<file path="src/rtl/seq_divider4_pkg.sv">
// Shared definitions for the sequential restoring divider: default width,
// FSM state encoding and counter sizing.
package seq_divider4_pkg;

  localparam int DIV_WIDTH = 4;

  localparam logic [0:0] IDLE = 1'b0;
  localparam logic [0:0] CALC = 1'b1;

  function automatic int cnt_width(input int w);
    return $clog2(w + 1);
  endfunction

endpackage

</file>
<file path="src/rtl/seq_divider4_subtractor.sv">
// N-bit combinational ripple-borrow subtractor (diff = a - b - bin) built from
// chained full-subtractor cells.
module ripple_subtractor #(
  parameter int N = 5
) (
  input  logic [N-1:0] a,
  input  logic [N-1:0] b,
  input  logic         bin,
  output logic [N-1:0] diff,
  output logic         bout
);

  logic [N:0] brw;

  assign brw[0] = bin;

  for (genvar i = 0; i < N; i++) begin : g_cell
    assign diff[i]  = a[i] ^ b[i] ^ brw[i];
    assign brw[i+1] = (~a[i] & b[i]) | (~(a[i] ^ b[i]) & brw[i]);
  end

  assign bout = brw[N];

endmodule

</file>
<file path="src/rtl/seq_divider4.sv">
// Sequential unsigned restoring divider: one shift/trial-subtract step per
// clock, WIDTH steps per division, start/busy/done handshake.
module seq_divider4
  import seq_divider4_pkg::*;
#(
  parameter int WIDTH = DIV_WIDTH
) (
  input  logic             clk,
  input  logic             rst,
  input  logic             start,
  input  logic [WIDTH-1:0] dividend,
  input  logic [WIDTH-1:0] divisor,
  output logic             busy,
  output logic             done,
  output logic [WIDTH-1:0] quotient,
  output logic [WIDTH-1:0] remainder,
  output logic             div_by_zero
);

  localparam int CNT_W = cnt_width(WIDTH);

  logic [0:0]       state;
  logic [CNT_W-1:0] count;
  logic [WIDTH-1:0] q_reg;
  logic [WIDTH-1:0] r_reg;
  logic [WIDTH-1:0] d_reg;

  logic [WIDTH:0]   t;
  logic [WIDTH:0]   diff;
  logic             borrow;
  logic             fits;
  logic [WIDTH-1:0] q_next;
  logic [WIDTH-1:0] r_next;
  logic             accept;

  assign accept = start & ~busy;

  // Trial subtraction of the divisor from the shifted partial remainder
  assign t = {r_reg, q_reg[WIDTH-1]};

  ripple_subtractor #(.N(WIDTH + 1)) u_sub (
    .a    (t),
    .b    ({1'b0, d_reg}),
    .bin  (1'b0),
    .diff (diff),
    .bout (borrow)
  );

  // With R < D the difference never reaches bit WIDTH, so this only hardens the test
  assign fits   = ~borrow & ~diff[WIDTH];
  assign r_next = fits ? diff[WIDTH-1:0] : t[WIDTH-1:0];
  assign q_next = {q_reg[WIDTH-2:0], fits};

  // Working registers: only meaningful while CALC, so they need no reset
  always_ff @(posedge clk) begin
    if (accept) begin
      q_reg <= dividend;
      d_reg <= divisor;
      r_reg <= '0;
    end else if (state == CALC) begin
      q_reg <= q_next;
      r_reg <= r_next;
    end
  end

  always_ff @(posedge clk or posedge rst) begin
    if (rst) begin
      state       <= IDLE;
      count       <= '0;
      busy        <= 1'b0;
      done        <= 1'b0;
      quotient    <= '0;
      remainder   <= '0;
      div_by_zero <= 1'b0;
    end else begin
      done <= 1'b0;
      if (accept) begin
        if (divisor == '0) begin
          quotient    <= '1;
          remainder   <= dividend;
          div_by_zero <= 1'b1;
          done        <= 1'b1;
        end else begin
          state <= CALC;
          count <= CNT_W'(WIDTH);
          busy  <= 1'b1;
        end
      end else if (state == CALC) begin
        count <= count - 1'b1;
        if (count == CNT_W'(1)) begin
          quotient    <= q_next;
          remainder   <= r_next;
          div_by_zero <= 1'b0;
          done        <= 1'b1;
          busy        <= 1'b0;
          state       <= IDLE;
        end
      end
    end
  end

endmodule
</file>
<file path="config.mk">
export PLATFORM = sky130hd
export DESIGN_NAME = seq_divider4
export DESIGN_NICKNAME = d
export VERILOG_FILES = /design/src/rtl/seq_divider4_pkg.sv /design/src/rtl/seq_divider4_subtractor.sv /design/src/rtl/seq_divider4.sv
export SDC_FILE = /design/constraint.sdc
export NUM_CORES = 1
export LEC_CHECK = 0
export CAP_MARGIN = 20
export CORE_UTILIZATION = 40
export CTS_CLUSTER_DIAMETER = 100
export CTS_CLUSTER_SIZE = 8
export DETAILED_ROUTE_END_ITERATION = 7
export GPL_TIMING_DRIVEN = 0
export PLACE_DENSITY = 0.64
export SLEW_MARGIN = 25
export SYNTH_ARGS = -nofsm -noshare
export SYNTH_HDL_FRONTEND = slang
export SYNTH_SLANG_ARGS = --single-unit
</file>
<file path="constraint.sdc">
create_clock -name clk -period 5.5 [get_ports clk]
set_clock_uncertainty 0.05 [all_clocks]
set_input_delay 1.1 -clock clk [delete_from_list [all_inputs] [get_ports clk]]
set_output_delay 1.1 -clock clk [all_outputs]
set_load 0.02 [all_outputs]
</file>
; ---- Word-level counts from Yosys, hierarchy flattened
; Cells that the tools add are included.
[totals]
elab_cells = 79
latch_bits = 0
inputBits = 11
ram_bits = 0
rom_bits = 0
output_inout_bits = 11
ff_bits = 27
n_memories = 0
[classes]
n_bitwise = 32
shift = 0
n_div = 0
n_lt_le_gt_ge = 0
reduce_logical = 6
eq_ne = 3
mul = 0
addsub = 1
n_mux = 27
[op_table]
columns = op, n
row1 = 2-to-1 mux 4 bit, 11
row2 = 2-to-1 mux 1 bit, 13
row3 = NOT 1 bit, 11
row4 = bitwise AND 1 bit, 10
row5 = 2-to-1 mux 3 bit, 3
row6 = bitwise XOR 1 bit, 8
row7 = AND reduction 3 bit, 2
row8 = zero test 4 bit, 1
row9 = nonzero test 2 bit, 2
row10 = equality test 3 x 1 -> 1 bit (second input constant), 1
row11 = bitwise OR 1 bit, 3
row12 = subtractor 3 x 1 -> 3 bit (second input constant), 1
row13 = inequality test 2 x 1 -> 1 bit (second input constant), 1
row14 = inequality test 2 bit (second input constant), 1
row15 = AND reduction 2 bit, 1

; ---- Depth between registers and ports, before layout
[depth]
depth_word = 15
ltp_mapped = 9
depth_no_buf = 9

; ---- Modules after synthesis
; From an unflattened synthesis, not the netlist that was laid out.
[unflattened]
hier_cells = 121
hier_area_um2 = 1368.8
[modules_own_cells]
columns = module, area_each_um2, seq_area_each_um2, cells_each, n_inst
row1 = seq_divider4, 1223.7, 695.7, 104, 1
row2 = ripple_subtractor, 145.1, 0.0, 17, 1

; ---- Worst setup path before layout
; Ideal clock, no wire load.
[synth_path]
path_type = register to register
startpoint = register q_reg[3]
endpoint = register remainder[3]
t_arrival_ps = 2637
setup_ps = 125
stages_incl_launch_ff = 10
n_path_buf = 0
slack_ps = 2688
required_ps = 5325
cell_sequence = edfxtp_1 inv_1 ha_1 fa_1 fa_1 fa_1 xnor2_4 mux2i_1 mux2_4 mux2_4
[synth_via]
elab_chain_cells = 15
[synth_lines]
columns = item, line_no
row1 = "start, declared", seq_divider4.sv:24  ; logic [WIDTH-1:0] q_reg;
row2 = "start signal, assigned", seq_divider4.sv:57  ; q_reg <= dividend;
row3 = "start signal, assigned", seq_divider4.sv:61  ; q_reg <= q_next;
row4 = NOT 1 bit (*), seq_divider4_subtractor.sv:19  ; assign brw[i+1] = (~a[i] & b[i]) | (~(a[i] ^ b[i]) & brw[i]);
row5 = bitwise AND 1 bit (*) (2 in series), seq_divider4_subtractor.sv:19
row6 = bitwise OR 1 bit (*), seq_divider4_subtractor.sv:19
row7 = bitwise AND 1 bit (*), seq_divider4_subtractor.sv:19
row8 = bitwise OR 1 bit (*), seq_divider4_subtractor.sv:19
row9 = bitwise AND 1 bit, seq_divider4_subtractor.sv:19
row10 = bitwise OR 1 bit, seq_divider4_subtractor.sv:19
row11 = bitwise AND 1 bit / bitwise XOR 1 bit (equally long branches), "seq_divider4_subtractor.sv:19, seq_divider4_subtractor.sv:18"
row12 = NOT 1 bit, seq_divider4.sv:50  ; assign fits = ~borrow & ~diff[WIDTH];
row13 = bitwise AND 1 bit, seq_divider4.sv:50
row14 = 2-to-1 mux 4 bit (*), seq_divider4.sv:51  ; assign r_next = fits ? diff[WIDTH-1:0] : t[WIDTH-1:0];
row15 = 2-to-1 mux 4 bit (*), seq_divider4.sv:90  ; if (count == CNT_W'(1)) begin
row16 = 2-to-1 mux 4 bit (*), seq_divider4.sv:88  ; end else if (state == CALC) begin
row17 = 2-to-1 mux 4 bit (*), seq_divider4.sv:77  ; if (accept) begin
row18 = "end signal, assigned", seq_divider4.sv:80  ; remainder <= dividend;
row19 = "end signal, assigned", seq_divider4.sv:92  ; remainder <= r_next;
row20 = "end, declared", seq_divider4.sv:16  ; output logic [WIDTH-1:0] remainder,
; Mark *: on every way between the ends. The rest lies on a longest branch, timed or not. The select of a mux whose other input is x is not followed.
; A chain may end at the register's enable or synchronous reset.

; ---- Worst setup path in the final report
[layout_path]
startpoint = register d_reg[0]
endpoint = register remainder[3]
[layout_via]
elab_chain_cells = 14
[layout_lines]
columns = item, line_no
row1 = "start, declared", seq_divider4.sv:26  ; logic [WIDTH-1:0] d_reg;
row2 = "start signal, assigned", seq_divider4.sv:58  ; d_reg <= divisor;
row3 = bitwise AND 1 bit (*) (2 in series), seq_divider4_subtractor.sv:19
row4 = bitwise OR 1 bit (*), seq_divider4_subtractor.sv:19
row5 = bitwise AND 1 bit (*), seq_divider4_subtractor.sv:19
row6 = bitwise OR 1 bit (*), seq_divider4_subtractor.sv:19
row7 = bitwise AND 1 bit, seq_divider4_subtractor.sv:19
row8 = bitwise OR 1 bit, seq_divider4_subtractor.sv:19
row9 = bitwise AND 1 bit / bitwise XOR 1 bit (equally long branches), "seq_divider4_subtractor.sv:19, seq_divider4_subtractor.sv:18"
row10 = NOT 1 bit, seq_divider4.sv:50
row11 = bitwise AND 1 bit, seq_divider4.sv:50
row12 = 2-to-1 mux 4 bit (*), seq_divider4.sv:51
row13 = 2-to-1 mux 4 bit (*), seq_divider4.sv:90
row14 = 2-to-1 mux 4 bit (*), seq_divider4.sv:88
row15 = 2-to-1 mux 4 bit (*), seq_divider4.sv:77
; Marks and branches as above.

==> summary.md <==
| Metric | Value |
|---|---|
| Status | finished, violations left |
| Failing checks | DRC |
| Final hold violations | 0 |
| FF-to-FF setup slack | 2490 ps |
| Share of flip-flops with an asynchronous set or reset | 55.6% |
| H-tree level count | 1 |
| Area of the multi-input gates | 513 um2 |
| Setup TNS Final | 0 ps |
| Worst path bufs/invs | 0 |
| Die Y | 58.0 um |
| Syn avg cell area | 12.2 um2 |
| DP HPWL | 1750 um |
| Drt pass-1 iters | 8 |
| Crit path required time | 5690 ps |
| Most frequent cells in the layout | 21 x clkdlybuf4s50_1, 17 x nand2_1, 15 x dfrtp_1 |
| Distinct cells, synth | 27 |
| Initial Util | 43.9% |
| Overflow after GRT | 0 |
| CP Capture Type | flip-flop |
| Slowest-stage cell, CP | fa_1 |
| Post-CTS setup buffers | 0 |
| Met3 usage | 2.68% |
| Root buf cell | clkbuf_4 |
| Routed WL per cell | 13.9 um |
| Critical path peak fanout | 6 |
| CTS sink count | 27 |
| Reg clk slew, reported paths | 150 ps |
| Reg2reg end | remainder[3] |
| Adder-Cell Fraction of Synth Area | 7.79% |
| CTS buffer count | 3 |
| Synth Area in Simple Gates | 11.7% |
| Max cap viols | 0 |
| Seq. cell area | 696 um2 |
| Area Growth Syn to Fin | 22.2% |
| Fin. max-slew vios | 0 |
| CP Launch Type | flip-flop |
| Final WL | 2220 um |
| Cts repair resizes | 0 |
| Number of flops mapped to enable cells by yosys | 8 |
| Critical path arrival | 3200 ps |
| Fillers | 268 |
| Top FF cell, synth | dfrtp_1 |
| CP delay by family, top | adder cells |
| GP Congestion | 0.715 |
| Synth warn | 0 |
| Mux share of post-synthesis cell area | 11.5% |
| R2R cell count | 8 |
| P per Cell Area | 605 nW/um2 |
| First-pass GRT wire length | 3750 um |
| Total track usage | 15.2% |
| GRT Max-Usage Layer | met2 |
| Leakage power | 0.689 nW |
| Mapped Area | 1250 um2 |
| CTS tree | done |
| Rel. slew slack | 62.9% |
| Tcrit/Tclk final | 54.7% |
| Largest family of logic cells by synthesized area | simple AND/OR/NAND/NOR gates |
| RSZ-0062 raised after global routing | false |
| # rows | 19 |
| Core area | 2850 um2 |
| Crit path kind | reg2reg |
| # setup viols final | 0 |
| Fin crit period | 3010 ps |
| Tightest Pin Transition | 552 ps |
| CP Cell Sequence | ha_1 > fa_1 > fa_1 > fa_1 > xnor2_4 > mux2i_1 > mux2_4 > mux2_4 |
| Placed instance count | 155 |
| Fin nets | 146 |
| Layout cell share with drive strength beyond 1 | 14.1% |
| Compound-cell area share of the yosys netlist | 7.09% |
| Post-synthesis cell count | 103 |
| Clk Latency, worst-skew pair | 330 ps |
| Met1 Usage GRT | 20.1% |
| Final cell count without fillers | 159 |
| R2R Path Start | d_reg[0] |
| Hold path startpoint | div_by_zero |
| Ant diodes | 0 |
| Die W | 58.0 um |
| Worst hold path endpoint | div_by_zero |
| Die ar. | 3360 um2 |
| Crit-path most repeated cell | fa_1 |
| Leading cell type in the layout, fill and taps excluded | clkdlybuf4s50_1 |
| Largest net degree at the start of global routing | 17 |
| Post-DRT Antenna Nets | 0 |
| Worst Hold Path Cells | 2 |
| Hold-fix buffers, CTS | 0 |
| Sequential share of the synthesized area | 55.5% |
| Fmax | 332 MHz |
| Hold crit path type | reg2reg |
| Largest stage delay, worst path | 460 ps |
| Initial DRC Count | 23 |
| Port Buffers | 21 |
| Met2 Resource Use GR | 25.0% |
| Synth Register Bits | 27 |
| Initial antenna violation count | 0 |
| Placed inst area | 1500 um2 |
| Clock tree buffer depth | 2 |
| Post-Synth XOR/XNOR Area | 2.90% |
| Vias | 823 |
| Vias in the first global route | 807 |
| Via-per-instance ratio | 5.18 |
| I/O pins | 22 |
| DR DRC count | 2 |
| Final instance area | 1530 um2 |
| Worst Setup SP | d_reg[0] |
| Mapped Nets | 120 |
| VDD IR max | 0.212 mV |
metal layers:
layer / vias up / part of all wire [%]
met4: 0 / 1.7
met3: 5 / 3.0
met1: 406 / 46
met5: - / 0
li1: 399 / -
met2: 13 / 50
worst max path at each step:
| stage | endpoint | slack, ps | depth (start not counted) |
|---|---|---|---|
| 6_report | remainder[3] | 2490 | 8 |
| 3_5_place_dp | remainder[2] | 2490 | 5 |
| 4_1_cts | remainder[3] | 2480 | 8 |
| 3_3_place_gp | remainder[3] | 2520 | 9 |
| 5_1_grt | remainder[3] | 2390 | 8 |
| 2_1_floorplan | remainder[3] | 2690 | 9 |
final cells by class:
cell class | instances | share of cell area [%]
plain buffers | 3 | 0.899
well taps | 31 | 2.53
inverters | 8 | 1.96
clock inverters | 1 | 0.409
clock buffers | 3 | 1.47
multi-input cells | 65 | 33.5
repair buffers | 21 | 13.7
flip-flops and latches | 27 | 45.5
stage by stage:
stage               total power, mW  setup slack (ps)  hold WS (ps)  util (%)
floorplan                     0.695              2690           410         -
global placement              0.832              2520           417      52.6
detailed placement            0.851              2490           419      52.6
CTS                           0.936              2480           455      53.6
global route                   1.00              2390           494      53.6
finish                        0.925              2490           447      53.6
power by group:
part	internal (mW)	total (mW)	leakage (nW)	switching, mW
logic	0.245	0.486	0.382	0.241
clock network	0.0284	0.0883	0.0183	0.0599
registers	0.304	0.351	0.289	0.0473
total	0.577	0.925	0.689	0.349
cell families after synthesis:
| kind of cell | after synthesis |
|---|---|
| adders and majority gates | 6 |
| AOI/OAI and AO/OA | 11 |
| xor gates and xnor gates | 2 |
| muxes | 13 |
| DFF | 27 |
| buffers and inverters | 11 |
| and+or+nand+nor | 33 |
cells in the mapped netlist, types with 2 or more instances:
cell type,n,share of area [%]
a21bo_2,3,2.4
buf_2,2,0.80
dfrtp_1,15,30
dfxtp_1,4,6.4
edfxtp_1,8,19
fa_1,3,4.8
ha_1,3,3.0
inv_1,8,2.4
mux2_2,3,2.7
mux2_4,2,2.4
mux2i_1,8,6.4
nand2_1,17,5.1
nand2b_1,2,1.0
nand3_1,4,1.6
nor2_1,6,1.8
o21ai_0,2,0.80
o22a_1,3,2.1
worst reg2reg max path, cell delays in order, from the launching register on:
cell,delay (ps)
edfxtp_1,410
ha_1,210
fa_1,390
fa_1,390
fa_1,460
xnor2_4,330
mux2i_1,160
mux2_4,280
mux2_4,250
No activity file was read; power rests on OpenSTA's default activity.
